`src/rtl/fetch_pc_pkg.sv`:
```
// fetch_pc_pkg -- shared definitions for the instruction-fetch PC stage.
//   ADDR_W / INST_W : address and instruction bus widths
//   OPC_JAL / OPC_BRANCH : RV32 major opcodes that the fetch stage redirects on
//   NOP_INST        : canonical ADDI x0,x0,0 encoding
//   slot_t          : contents of the registered fetch slot handed to decode
package fetch_pc_pkg;

  localparam int ADDR_W = 32;
  localparam int INST_W = 32;

  localparam logic [6:0] OPC_JAL    = 7'b1101111;
  localparam logic [6:0] OPC_BRANCH = 7'b1100011;

  localparam logic [INST_W-1:0] NOP_INST = 32'h0000_0013;

  // Fetch address step for sequential flow.
  localparam logic [ADDR_W-1:0] PC_STEP = 32'd4;

  typedef struct packed {
    logic              valid;
    logic [ADDR_W-1:0] pc;
    logic [INST_W-1:0] inst;
    logic              pred_taken;
    logic [ADDR_W-1:0] pred_target;
  } slot_t;

endpackage

```
`src/rtl/fetch_pc_if.sv`:
```
// fetch_pc_if -- bundles the fetch stage's icache, predictor and decode signals.
//   icache : if_req_o/if_addr_o out, icache_hit_i/icache_inst_i in
//   pred   : pre_raddr_o out, pre_taken_i in (same-cycle lookup)
//   decode : if_valid_o, if_pc_o, if_inst_o, if_pred_taken_o, if_pred_target_o out;
//            stall_i in
//   redirect : flush_i, flush_pc_i in
// master = fetch stage, slave = the surrounding icache/predictor/decode/EX.
interface fetch_pc_if;
  import fetch_pc_pkg::*;

  logic              if_req_o;
  logic [ADDR_W-1:0] if_addr_o;
  logic              icache_hit_i;
  logic [INST_W-1:0] icache_inst_i;

  logic [ADDR_W-1:0] pre_raddr_o;
  logic              pre_taken_i;

  logic              if_valid_o;
  logic [ADDR_W-1:0] if_pc_o;
  logic [INST_W-1:0] if_inst_o;
  logic              if_pred_taken_o;
  logic [ADDR_W-1:0] if_pred_target_o;

  logic              stall_i;
  logic              flush_i;
  logic [ADDR_W-1:0] flush_pc_i;

  modport master (
    output if_req_o, if_addr_o, pre_raddr_o,
    output if_valid_o, if_pc_o, if_inst_o, if_pred_taken_o, if_pred_target_o,
    input  icache_hit_i, icache_inst_i, pre_taken_i,
    input  stall_i, flush_i, flush_pc_i
  );

  modport slave (
    input  if_req_o, if_addr_o, pre_raddr_o,
    input  if_valid_o, if_pc_o, if_inst_o, if_pred_taken_o, if_pred_target_o,
    output icache_hit_i, icache_inst_i, pre_taken_i,
    output stall_i, flush_i, flush_pc_i
  );

endinterface

```
`src/rtl/fetch_pc.sv`:
```
// fetch_pc -- instruction fetch PC generator with a single-entry fetch slot.
//   clk  : clock, all state on rising edge
//   rst  : synchronous active-high reset (wins over rdy and flush)
//   rdy  : global ready; low freezes every register
//   bus  : fetch_pc_if.master -- icache request/response, predictor lookup,
//          registered fetch slot to decode, stall and EX redirect.
// One icache request is in flight at most. A redirect that lands while a
// request is outstanding parks the FSM in DRAIN until that stale response
// returns, so it can never be mistaken for the redirect target's word.
module fetch_pc
  import fetch_pc_pkg::*;
(
  input  logic      clk,
  input  logic      rst,
  input  logic      rdy,
  fetch_pc_if.master bus
);

  typedef enum logic [1:0] {
    S_IDLE  = 2'd0,
    S_REQ   = 2'd1,
    S_DRAIN = 2'd2
  } state_e;

  state_e            state_q;
  logic [ADDR_W-1:0] pc_q;
  logic              req_q;
  slot_t             slot_q;

  // ---------------------------------------------------------------------------
  // Next-PC / prediction from the returning instruction word
  // ---------------------------------------------------------------------------
  logic [6:0]        opcode;
  logic [ADDR_W-1:0] imm_j;
  logic [ADDR_W-1:0] imm_b;
  logic [ADDR_W-1:0] next_pc;
  logic              pred_taken;
  logic [ADDR_W-1:0] flush_tgt;
  logic              consume;

  always_comb begin
    opcode = bus.icache_inst_i[6:0];
    imm_j  = {{11{bus.icache_inst_i[31]}}, bus.icache_inst_i[31],
              bus.icache_inst_i[19:12], bus.icache_inst_i[20],
              bus.icache_inst_i[30:21], 1'b0};
    imm_b  = {{19{bus.icache_inst_i[31]}}, bus.icache_inst_i[31],
              bus.icache_inst_i[7], bus.icache_inst_i[30:25],
              bus.icache_inst_i[11:8], 1'b0};

    // JALR target depends on a register value, so it falls through to +4.
    next_pc    = pc_q + PC_STEP;
    pred_taken = 1'b0;
    if (opcode == OPC_JAL) begin
      next_pc    = pc_q + imm_j;
      pred_taken = 1'b1;
    end else if (opcode == OPC_BRANCH && bus.pre_taken_i) begin
      next_pc    = pc_q + imm_b;
      pred_taken = 1'b1;
    end
  end

  // Redirect targets are word aligned; low bits from EX are ignored.
  assign flush_tgt = bus.flush_pc_i & ~32'h0000_0003;
  assign consume   = slot_q.valid & ~bus.stall_i;

  // ---------------------------------------------------------------------------
  // FSM + PC + fetch slot
  // ---------------------------------------------------------------------------
  always_ff @(posedge clk) begin
    if (rst) begin
      state_q            <= S_IDLE;
      pc_q               <= '0;
      req_q              <= 1'b0;
      slot_q.valid       <= 1'b0;
      slot_q.pc          <= '0;
      slot_q.inst        <= '0;
      slot_q.pred_taken  <= 1'b0;
      slot_q.pred_target <= '0;
    end else if (rdy) begin
      // Default: a consumed slot empties; a capture below overrides this.
      if (consume)
        slot_q.valid <= 1'b0;

      case (state_q)
        S_IDLE: begin
          if (bus.flush_i) begin
            pc_q         <= flush_tgt;
            slot_q.valid <= 1'b0;
          end else if (!slot_q.valid || !bus.stall_i) begin
            // Only fetch when the slot will be free to receive the word.
            state_q <= S_REQ;
            req_q   <= 1'b1;
          end
        end

        S_REQ: begin
          if (bus.flush_i) begin
            pc_q         <= flush_tgt;
            slot_q.valid <= 1'b0;
            // A response in the flush cycle is retired right here; otherwise
            // the outstanding one is still coming and must be swallowed.
            state_q      <= bus.icache_hit_i ? S_REQ : S_DRAIN;
          end else if (bus.icache_hit_i) begin
            slot_q.valid       <= 1'b1;
            slot_q.pc          <= pc_q;
            slot_q.inst        <= bus.icache_inst_i;
            slot_q.pred_taken  <= pred_taken;
            slot_q.pred_target <= next_pc;
            pc_q               <= next_pc;
            state_q            <= S_IDLE;
            req_q              <= 1'b0;
          end
        end

        S_DRAIN: begin
          // if_addr_o still shows pc_q here; the icache only cares about the
          // address it latched at request time, so pc_q may already hold the
          // redirect target.
          if (bus.flush_i) begin
            pc_q         <= flush_tgt;
            slot_q.valid <= 1'b0;
          end
          if (bus.icache_hit_i)
            state_q <= S_REQ;
        end

        default: begin
          state_q <= S_IDLE;
          req_q   <= 1'b0;
        end
      endcase
    end
  end

  // ---------------------------------------------------------------------------
  // Outputs
  // ---------------------------------------------------------------------------
  assign bus.if_req_o         = req_q;
  assign bus.if_addr_o        = pc_q;
  assign bus.pre_raddr_o      = pc_q;
  assign bus.if_valid_o       = slot_q.valid;
  assign bus.if_pc_o          = slot_q.pc;
  assign bus.if_inst_o        = slot_q.inst;
  assign bus.if_pred_taken_o  = slot_q.pred_taken;
  assign bus.if_pred_target_o = slot_q.pred_target;

endmodule

```
`src/flat_wrapper.sv`:
```
// flat-port wrapper written by rule: the top's interface ports become plain ports
module fetch_pc_flat import fetch_pc_pkg::*;
  (clk, rst, rdy, bus_if_req_o, bus_if_addr_o, bus_pre_raddr_o, bus_if_valid_o, bus_if_pc_o, bus_if_inst_o, bus_if_pred_taken_o, bus_if_pred_target_o, bus_icache_hit_i, bus_icache_inst_i, bus_pre_taken_i, bus_stall_i, bus_flush_i, bus_flush_pc_i);
  fetch_pc_if bus_i ();
  input  logic clk;
  input  logic rst;
  input  logic rdy;
  output wire logic [$bits(bus_i.if_req_o)-1:0] bus_if_req_o;
  output wire logic [$bits(bus_i.if_addr_o)-1:0] bus_if_addr_o;
  output wire logic [$bits(bus_i.pre_raddr_o)-1:0] bus_pre_raddr_o;
  output wire logic [$bits(bus_i.if_valid_o)-1:0] bus_if_valid_o;
  output wire logic [$bits(bus_i.if_pc_o)-1:0] bus_if_pc_o;
  output wire logic [$bits(bus_i.if_inst_o)-1:0] bus_if_inst_o;
  output wire logic [$bits(bus_i.if_pred_taken_o)-1:0] bus_if_pred_taken_o;
  output wire logic [$bits(bus_i.if_pred_target_o)-1:0] bus_if_pred_target_o;
  input wire logic [$bits(bus_i.icache_hit_i)-1:0] bus_icache_hit_i;
  input wire logic [$bits(bus_i.icache_inst_i)-1:0] bus_icache_inst_i;
  input wire logic [$bits(bus_i.pre_taken_i)-1:0] bus_pre_taken_i;
  input wire logic [$bits(bus_i.stall_i)-1:0] bus_stall_i;
  input wire logic [$bits(bus_i.flush_i)-1:0] bus_flush_i;
  input wire logic [$bits(bus_i.flush_pc_i)-1:0] bus_flush_pc_i;
  assign bus_if_req_o = bus_i.if_req_o;
  assign bus_if_addr_o = bus_i.if_addr_o;
  assign bus_pre_raddr_o = bus_i.pre_raddr_o;
  assign bus_if_valid_o = bus_i.if_valid_o;
  assign bus_if_pc_o = bus_i.if_pc_o;
  assign bus_if_inst_o = bus_i.if_inst_o;
  assign bus_if_pred_taken_o = bus_i.if_pred_taken_o;
  assign bus_if_pred_target_o = bus_i.if_pred_target_o;
  assign bus_i.icache_hit_i = bus_icache_hit_i;
  assign bus_i.icache_inst_i = bus_icache_inst_i;
  assign bus_i.pre_taken_i = bus_pre_taken_i;
  assign bus_i.stall_i = bus_stall_i;
  assign bus_i.flush_i = bus_flush_i;
  assign bus_i.flush_pc_i = bus_flush_pc_i;
  fetch_pc u_core (.clk(clk), .rst(rst), .rdy(rdy), .bus(bus_i));
endmodule
```
`config.mk`:
```
export PLATFORM = sky130hd
export DESIGN_NAME = fetch_pc_flat
export DESIGN_NICKNAME = d
export VERILOG_FILES = /design/src/rtl/fetch_pc_pkg.sv /design/src/rtl/fetch_pc_if.sv /design/src/rtl/fetch_pc.sv /design/src/flat_wrapper.sv
export SDC_FILE = /design/constraint.sdc
export NUM_CORES = 1
export LEC_CHECK = 0
export CORE_MARGIN = 8
export CORE_UTILIZATION = 30
export DETAILED_ROUTE_END_ITERATION = 8
export MAX_ROUTING_LAYER = met4
export PLACE_DENSITY_LB_ADDON = 0.05
export SLEW_MARGIN = 5
export SYNTH_ARGS = -nofsm -noshare
export SYNTH_HDL_FRONTEND = slang
export SYNTH_SLANG_ARGS = --single-unit
```
`constraint.sdc`:
```
create_clock -name clk -period 3.6 [get_ports clk]
set_clock_uncertainty 0.05 [all_clocks]
set_input_delay 0.72 -clock clk [delete_from_list [all_inputs] [get_ports clk]]
set_output_delay 0.72 -clock clk [all_outputs]
set_load 0.02 [all_outputs]
```
==> results.toml, run 1 <==
[outcome]
outcome = "completed"

[logic_synthesis]
syn_area_sq_um = 9279
ys_ff_latch = 130
synth.largest_area_cell = "dfxtp_1"
synthFlopType = "dfxtp_1"
ys_seq_area_share_pct = 28.05
ys.warnings.count = 0
ys_types = 92
synth_edf_count = 0
syn_inst = 1251
ys_top_cells_by_count = "nand2_1, a21oi_1, dfxtp_1, nor2_1, clkbuf_1"
async_flop_share_pct = 0
syn_avg_cell_area_sq_um = 7.417
synth_top_area_share_pct = 28.05
yosysMostFrequentCell = "nand2_1"
ys_top_cells_by_area = "dfxtp_1, nand2_1, a21oi_1"

[route]
drt_iter0_drc = 566
final_antenna_net_count = 0
drt_pass1_iterations = 7
wl_per_cell_um = 20.73
num_vias = 10440
drc = 0
via_per_inst = 5.186
routed_wirelength_mm = 41.75

[sta]
slew_violations = 0
worst_slew_pin_slew_ns = 0.5960
fmax_ghz = 0.2892
hold_violations = 0
slew_headroom_pct = 59.24
final.min_clock_period_ns = 3.457
finalCritPeriodShare_pct = 96.04
finalSetupViolCount = 0
rsz0062_at_grt = "no"
finalSetupTns_ns = 0

[critical_path]
crit_start = "bus_icache_inst_i[30]"
crit_fanout = 4
crit_path_start_kind = "input pin"
critPathCaptureType = "register"
criticalPathCategory = "in2reg"
r2r_start = "u_core.bus.if_addr_o[2]"
cp.required_ns = 3.84
cp.arrival_ns = 3.70

[floorplanning]
chipHeight_um = 191.9
core_area_sq_um = 30510
start_util_pct = 30.41
rows = 64
die_w_um = 191.9
ioPinCount = 234
fp.dieArea_sq_um = 36810

[global_routing]
grt.total_usage_pct = 23.06
antenna_found_initial = 1
grt_max_degree = 104
grt_pass1_vias = 10520
grt-ovfl-total = 0
grt_pass1_wl_mm = 63.14

[cells_and_area]
area_growth_pct = 49.66
utilization_pct = 45.52
finalInstanceArea_sq_um = 13890
nNetsFinal = 1721
drive_above_1_share_pct = 19.42

[pwr]
leakage_uw = 0.005576
irDropWorstVdd_mv = 0.2402
powerDensity_nw_per_um2 = 331.6

[clock_tree]
numCtsBuffers = 17
cts_root_buffer = "clkbuf_16"
cts_buffer_depth = 2
cts_sinks = 130
path_clk_slew_ns = 0.06
cts_tree = "yes"
htreeDepth = 4
insertion_delay_ns = 0.43

[run]
drv_cap = 0

[placed_design]
post-dp-hpwl_mm = 32.47
gp_congestion = 0.8834
place_area_sq_um = 13230
port_buffers = 227

[min_path]
hp-start = "u_core.bus.if_inst_o[4]"
hold_class = "reg2reg"
-- cell families (layout without fill, tap and decap cells) --
kind of cell               Yosys count  in the layout  synth area share, %
AOI/OAI and AO/OA                  392            392                28.14
xor gates and xnor gates            51             51                4.814
adders and majority gates           46             46                6.365
buffers and inverters              139            502                7.255
DFF                                130            130                28.05
muxes                               10             10                1.106
other                                1              5              0.04041
and+or+nand+nor                    482            482                24.23
-- cells in the final DEF (no fill, tap or decap), types with 5 or more instances in the layout --
cell             Yosys  final
o21ai_0             49     49
nand2b_1             7      7
nor3_1              13     13
nor2_1              93     92
clkdlybuf4s50_1      0    224
nor2b_1              7      5
and2_1              11     11
and4_1              13     13
mux2i_1              8      8
buf_12               0      6
clkbuf_16            0     17
buf_4               37    221
o21a_1               5      5
or2_2                8      8
o211ai_1             9      9
ha_1                44     43
a311oi_1             6      6
nand3_1             36     36
nand2_1            238    237
o21ai_1              7      6
o21bai_1             7      7
nand4_1             18     18
dfxtp_1            130    130
a31oi_1             17     16
xnor2_1             30     30
o22ai_1             10     10
and3_1              11     11
a21o_1              24     24
o221ai_1            12     12
xor2_1              21     21
inv_1               16     16
a211oi_1            25     25
a21oi_1            150    148
-- flip-flops by register name, summed over array words and instances, names as in the netlist --
register,count
u_core.bus.if_inst_o,32
u_core.bus.if_valid_o,1
u_core.bus.if_pred_target_o,31
u_core.bus.if_pc_o,31
u_core.state_q,2
u_core.bus.if_pred_taken_o,1
u_core.bus.if_addr_o,31
u_core.bus.if_req_o,1
-- path summary, 6_finish.rpt --
check	end	slack (ns)	cells after the start
min reg2reg	u_core.bus.if_inst_o[4]	0.40	2
max	u_core.bus.if_addr_o[27]	0.14	11
max reg2reg	u_core.bus.if_addr_o[27]	0.39	11
min	u_core.bus.if_inst_o[4]	0.40	2
-- worst max-delay path, cell delays in order --
cell and delay, ns:
clkdlybuf4s50_1 0.47, ha_1 0.40, nand2_2 0.12, o31ai_2 0.38, nand3_1 0.21, o21ai_4 0.27
o21ai_2 0.12, o31ai_4 0.35, mux2i_1 0.13, a221oi_2 0.34, o221ai_1 0.18
-- final cells by class --
| type | count | area (sq um) |
|---|---|---|
| clock inverter | 13 | 128.9 |
| tap | 396 | 495.5 |
| clock buffer | 19 | 452.9 |
| inverter | 17 | 63.81 |
| multi-input combinational | 985 | 6095 |
| fill | 3127 | 16620 |
| sequential | 130 | 2603 |
| timing repair buffer | 453 | 4046 |
| antenna | 1 | 2.502 |
-- power breakdown --
group,switching [uW],internal (uW)
registers,47.8,1470
logic,707,627
clock network,753,999
total,1510,3100
-- what timing repair did --
action / CTS / global route
resized for setup: 0 / 14
hold buffers: 0 / 0
buffers inserted: 0 / 1
setup endpoints to repair: 0 / 31
-- metrics by stage --
step                      power (uW)  hold slack (ns)  instances  setup WS, ns
after global placement          2874           0.3922       1980       -0.3963
after CTS                       4641           0.4051       2012       0.03364
after floorplan                 2219           0.4368       1254        0.3568
after detailed placement        2874           0.3957       1980       -0.4045
after global routing            4815           0.4271       2014       0.01561
final                           4605           0.4015       2014        0.1426
-- per-layer routing --
metal	vias to the layer above	part of all wire (%)	GRT usage [%]
met5	-	0	-
met4	0	3.4	8.703
met3	54	5.0	3.740
met2	268	50	39.79
met1	4948	41	26.54
li1	5174	-	-
No activity file was read; power rests on OpenSTA's default activity.
==> inputs of run 2 (changes only) <==
Settings changed: SETUP_SLACK_MARGIN set to 0.1.
==> run 2 against run 1 <==
  * First-iteration DRC count shrank 7.4%
  * Non-clock buffer count up 2
  * Power increased by 0.34%
  * Largest power group unchanged
==> results.toml, run 2 (synthesis results as in run 1) <==
[cells_and_area]
fin_cells = 2016
drive_above_1_share_pct = 20.01
final_common_cell = "nand2_1"
layout_common_cells = "nand2_1, clkdlybuf4s50_1, buf_4, a21oi_1, dfxtp_1"
largest_reg_flops = 32
nNetsFinal = 1723
area_growth_pct = 50.50
finalInstanceArea_sq_um = 13960
fillers = 3132

[sta]
slew_violations = 0
hold_ws_ns = 0.4019
fmax_ghz = 0.2931
finalSetupViolCount = 0
rsz0062_at_grt = "no"
hold_violations = 0
slew_headroom_pct = 59.90
worst_slew_pin_slew_ns = 0.5864
final.min_clock_period_ns = 3.412
finalCritPeriodShare_pct = 94.77

[floorplanning]
rows = 64
start_util_pct = 30.41
chipHeight_um = 191.9
die_w_um = 191.9
core_area_sq_um = 30510
fp.dieArea_sq_um = 36810
ioPinCount = 234

[route]
drt_pass1_iterations = 5
drt_iter0_drc = 524
drc = 0
final_antenna_net_count = 0
wl_per_cell_um = 20.81
num_vias = 10480
via_per_inst = 5.196
routed_wirelength_mm = 41.96

[placed_design]
post-dp-hpwl_mm = 32.47
gp_congestion = 0.8834
place_area_sq_um = 13230
port_buffers = 227
place_inst = 1980

[pwr]
total_power_uw = 4621
intPower_uw = 3104
switching_power_uw = 1517
p_comb_share_pct = 29.2
leakage_uw = 0.005592
seq_power_share_pct = 32.9
power.share.clock_pct = 37.9
p_sw_share_pct = 32.83
powerDensity_nw_per_um2 = 330.9
irDropWorstVdd_mv = 0.2399

[global_routing]
grt-ovfl-total = 0
grt_pass1_wl_mm = 63.16
antenna_found_initial = 1
grt_pass1_vias = 10520
grt.total_usage_pct = 23.07
grt_max_degree = 104

[critical_path]
crit_chain = "clkdlybuf4s50_1 > ha_1 > buf_4 > and3_1 > and4_1 > o21ai_1 > buf_4 > a31oi_1 > o22ai_1 > xnor2_1 > nor2_1 > or4_1 > a211oi_1"
cp.arrival_ns = 3.69
cpMaxStageDelayCell = "or4_1"
crit_path_start_kind = "input pin"
cp.required_ns = 3.88
path_common_cell = "buf_4"
critPathMaxStageDelay_ns = 0.54
critPathCaptureType = "register"
criticalPathCategory = "in2reg"
crit_fanout = 7

[run]
drv_cap = 0

[outcome]
outcome = "completed"

[clock_tree]
cts_tree = "yes"
path_clk_slew_ns = 0.06
htreeDepth = 4
cts_hold_buf = 0
insertion_delay_ns = 0.43
cts_sinks = 130
cts_root_buffer = "clkbuf_16"
cts_buffer_depth = 2
numCtsBuffers = 17

[min_path]
hold_class = "reg2reg"
run 2: changes by cell type in the layout (fill, tap and decap cells not counted), sizes merged:
cell           previous run  this run
dlygate4sd2               0         2
clkdlybuf4s50           224       223
buf                     227       228
dlymetal6s2s              2         1
clkbuf                   19        20
run 2: cell type report:
cell class	count	area, sq um	share of cell area [%]
Antenna cell	1	2.502	0.01792
Clock buffer	19	452.9	3.243
Tap cell	396	495.5	3.548
Multi-Input combinational cell	985	6145	44.00
Inverter	17	63.81	0.4569
Clock inverter	13	128.9	0.9229
Sequential cell	130	2603	18.64
Timing Repair Buffer	455	4074	29.17
run 2: metrics by stage:
stage,setup TNS (ns),util (%),setup WS (ns)
after floorplan,0,-,0.3568
after global placement,-10.41,43.36,-0.3963
after detailed placement,-11.17,43.36,-0.4045
after CTS,0,45.26,0.1134
after global routing,0,45.77,0.1013
final,0,45.77,0.1884
run 2: worst max-delay path, delay by kind of cell:
kind / cells / cell delay (ns)
buffers and inverters: 3 / 0.79
xor gates and xnor gates: 1 / 0.15
and+or+nand+nor: 4 / 1.00
AOI/OAI and AO/OA: 4 / 0.65
adders and majority gates: 1 / 0.40
run 2: path summary, 6_finish.rpt:
kind,from,to,slack [ns],cells past startpoint
hold reg to reg,u_core.bus.if_inst_o[4],u_core.bus.if_inst_o[4],0.40,2
hold / removal,u_core.bus.if_inst_o[4],u_core.bus.if_inst_o[4],0.40,2
setup / recovery,bus_icache_inst_i[30],u_core.bus.if_addr_o[16],0.19,13
setup reg to reg,u_core.bus.if_addr_o[2],u_core.bus.if_addr_o[27],0.43,11
run 2: power by group through the flow:
stage	combinational, uW	sequential [uW]	clock [uW]
after detailed placement	1320	1550	0
final	1350	1520	1750
after global placement	1320	1550	0
after floorplan	629	1590	0
after CTS	1330	1520	1790
after global routing	1460	1520	1850
run 2: what timing repair did:
action                                  CTS  global route
endpoints found under the setup margin    3            32
setup buffers                             0             2
gates resized for setup                   2            23
gates cloned                              0             1
hold endpoints to repair                  0             0
pin swaps                                 3             4
run 2: metal layers:
metal,wire (um),vias to the layer above,global-route usage (%)
met3,1950,55,3.740
met1,17620,4973,26.56
met5,0,-,-
li1,-,5182,-
met2,20930,265,39.79
met4,1461,0,8.703
==> inputs of run 3 (changes only) <==
Clock period 3.6 ns to 4.4 ns, I/O delays scaled along.
==> run 3 against run 2 <==
  * Die area unchanged
  * Combinational power is 32% lower
  * Clock-buffer cell count fell by 2
  * Utilization decreased by 4.7 points
  * First-iteration DRC count grew 19%
  * Worst setup slack better by 0.33 ns
  * Sequential power down 18%
  * Worst hold slack better by 0.0014 ns
  * Final area shrank 10%
  * Sequential cell count is the same
  * Largest power group unchanged
==> results.toml, run 3 (synthesis results as in run 1) <==
[critical_path]
worstRegToRegCells = 9
crit_end = "u_core.bus.if_addr_o[29]"
criticalPathCategory = "in2reg"
r2r_start = "u_core.bus.if_addr_o[3]"
cp.required_ns = 4.63
crit_family = "compound AO/OA/AOI/OAI gates"
crit_start = "bus_icache_inst_i[8]"
cp.arrival_ns = 4.11
critPathCaptureType = "register"
critPathMaxStageDelay_ns = 0.56
timing.rr.end = "u_core.bus.if_addr_o[27]"
r2r_slack_ns = 0.96
crit_fanout = 4
crit_path_start_kind = "input pin"
cp_num_cells = 13
crit_buf_inv = 2
crit_chain = "clkdlybuf4s50_1 > ha_1 > inv_1 > fa_1 > nor2b_1 > o2111ai_1 > and3b_1 > o21ai_4 > nor2_2 > o31ai_4 > mux2_2 > a21oi_1 > o221ai_1"
cpMaxStageDelayCell = "clkdlybuf4s50_1"

[placed_design]
place_inst = 1813
port_buffers = 227
gp_congestion = 0.8793
post-dp-hpwl_mm = 30.03

[route]
final_antenna_net_count = 0
num_vias = 9847
drt_pass1_iterations = 5
routed_wirelength_mm = 40.56
drc = 0
via_per_inst = 5.326
drt_iter0_drc = 623
wl_per_cell_um = 21.94

[cells_and_area]
drive_above_1_share_pct = 9.386
fin_cells = 1849
area_growth_pct = 34.88
layout_common_cells = "nand2_1, clkdlybuf4s50_1, a21oi_1, dfxtp_1, nor2_1"
final_common_cell = "nand2_1"
nNetsFinal = 1553
largest_reg_flops = 32

[floorplanning]
die_w_um = 191.9
ioPinCount = 234
rows = 64
chipHeight_um = 191.9
start_util_pct = 30.41
fp.dieArea_sq_um = 36810
core_area_sq_um = 30510

[sta]
worst_slew_pin_slew_ns = 0.9372
finalSetupTns_ns = 0
finalSetupViolCount = 0
rsz0062_at_grt = "no"
hold_violations = 0
final.min_clock_period_ns = 3.883
slew_violations = 0
slew_headroom_pct = 37.52
finalCritPeriodShare_pct = 88.24
fmax_ghz = 0.2576

[global_routing]
grt.total_usage_pct = 21.97
antenna_found_initial = 3
grt-ovfl-total = 0
grt_pass1_vias = 9648
grt_max_degree = 107
grt_pass1_wl_mm = 59.95

[clock_tree]
cts_setup_buffers = 0
cts_tree = "yes"
cts_root_buffer = "clkbuf_16"
insertion_delay_ns = 0.43
post_cts_resized = 0
cts_sinks = 130
cts_hold_buf = 0
numCtsBuffers = 17
path_clk_slew_ns = 0.08
htreeDepth = 4
cts_buffer_depth = 2

[min_path]
hold_class = "reg2reg"

[pwr]
powerDensity_nw_per_um2 = 286.7
total_power_uw = 3588
leakage_uw = 0.004728
irDropWorstVdd_mv = 0.2093

[outcome]
outcome = "completed"

[run]
drv_cap = 0
run 3: changes by cell type in the layout (fill, tap and decap cells not counted), sizes merged:
cell,before,now
dlymetal6s2s,1,0
inv,19,23
bufinv,1,0
diode,1,4
clkbuf,20,17
clkinvlp,4,1
clkinv,6,8
clkdlybuf4s50,223,226
buf,228,59
dlygate4sd2,2,0
run 3: worst min path at each step:
stage	startpoint	end	slack [ns]	depth (start not counted)
after floorplan	u_core.state_q[1]	u_core.state_q[1]	0.44	2
after global placement	u_core.bus.if_pred_target_o[9]	u_core.bus.if_pred_target_o[9]	0.39	2
after detailed placement	u_core.bus.if_pred_target_o[21]	u_core.bus.if_pred_target_o[21]	0.39	2
after CTS	u_core.bus.if_pc_o[17]	u_core.bus.if_pc_o[17]	0.41	2
after global routing	u_core.bus.if_pc_o[17]	u_core.bus.if_pc_o[17]	0.42	2
final	u_core.bus.if_inst_o[31]	u_core.bus.if_inst_o[31]	0.40	2
run 3: worst min-delay path, cell delays in order, from the launching register on:
cell and delay (ns):
dfxtp_1 0.31, nand2_1 0.05, a21oi_1 0.05
run 3: layer usage:
metal	GRT usage [%]	up-vias	wire, um
met5	-	-	0
met4	7.874	0	1188
met3	4.430	44	2211
met2	37.24	298	20130
met1	25.46	4668	17040
li1	-	4837	-
run 3: report_power, final:
group	switching (uW)	total, uW	internal [uW]
registers	38.2	1240	1200
clock network	676	1430	750
logic	539	919	380
run 3: layout make-up:
cell class              instances  area [sq um]
fillers                      3241         17990
clock buffers                  17         425.4
multi-input cells             985          6032
diodes                          4         10.01
inverters                      17         63.81
repair buffers                285          2743
clock inverters                15         143.9
well taps                     396         495.5
flip-flops and latches        130          2603
run 3: per-stage QoR:
step	hold slack, ns	utilization [%]	instance area [sq um]	setup slack, ns
floorplan	0.4368	-	9290	0.9968
global placement	0.3915	39.12	11940	0.1094
detailed placement	0.3934	39.12	11940	0.08709
CTS	0.4057	40.99	12510	0.5093
global route	0.4187	41.01	12510	0.3733
finish	0.4033	41.02	12520	0.5174
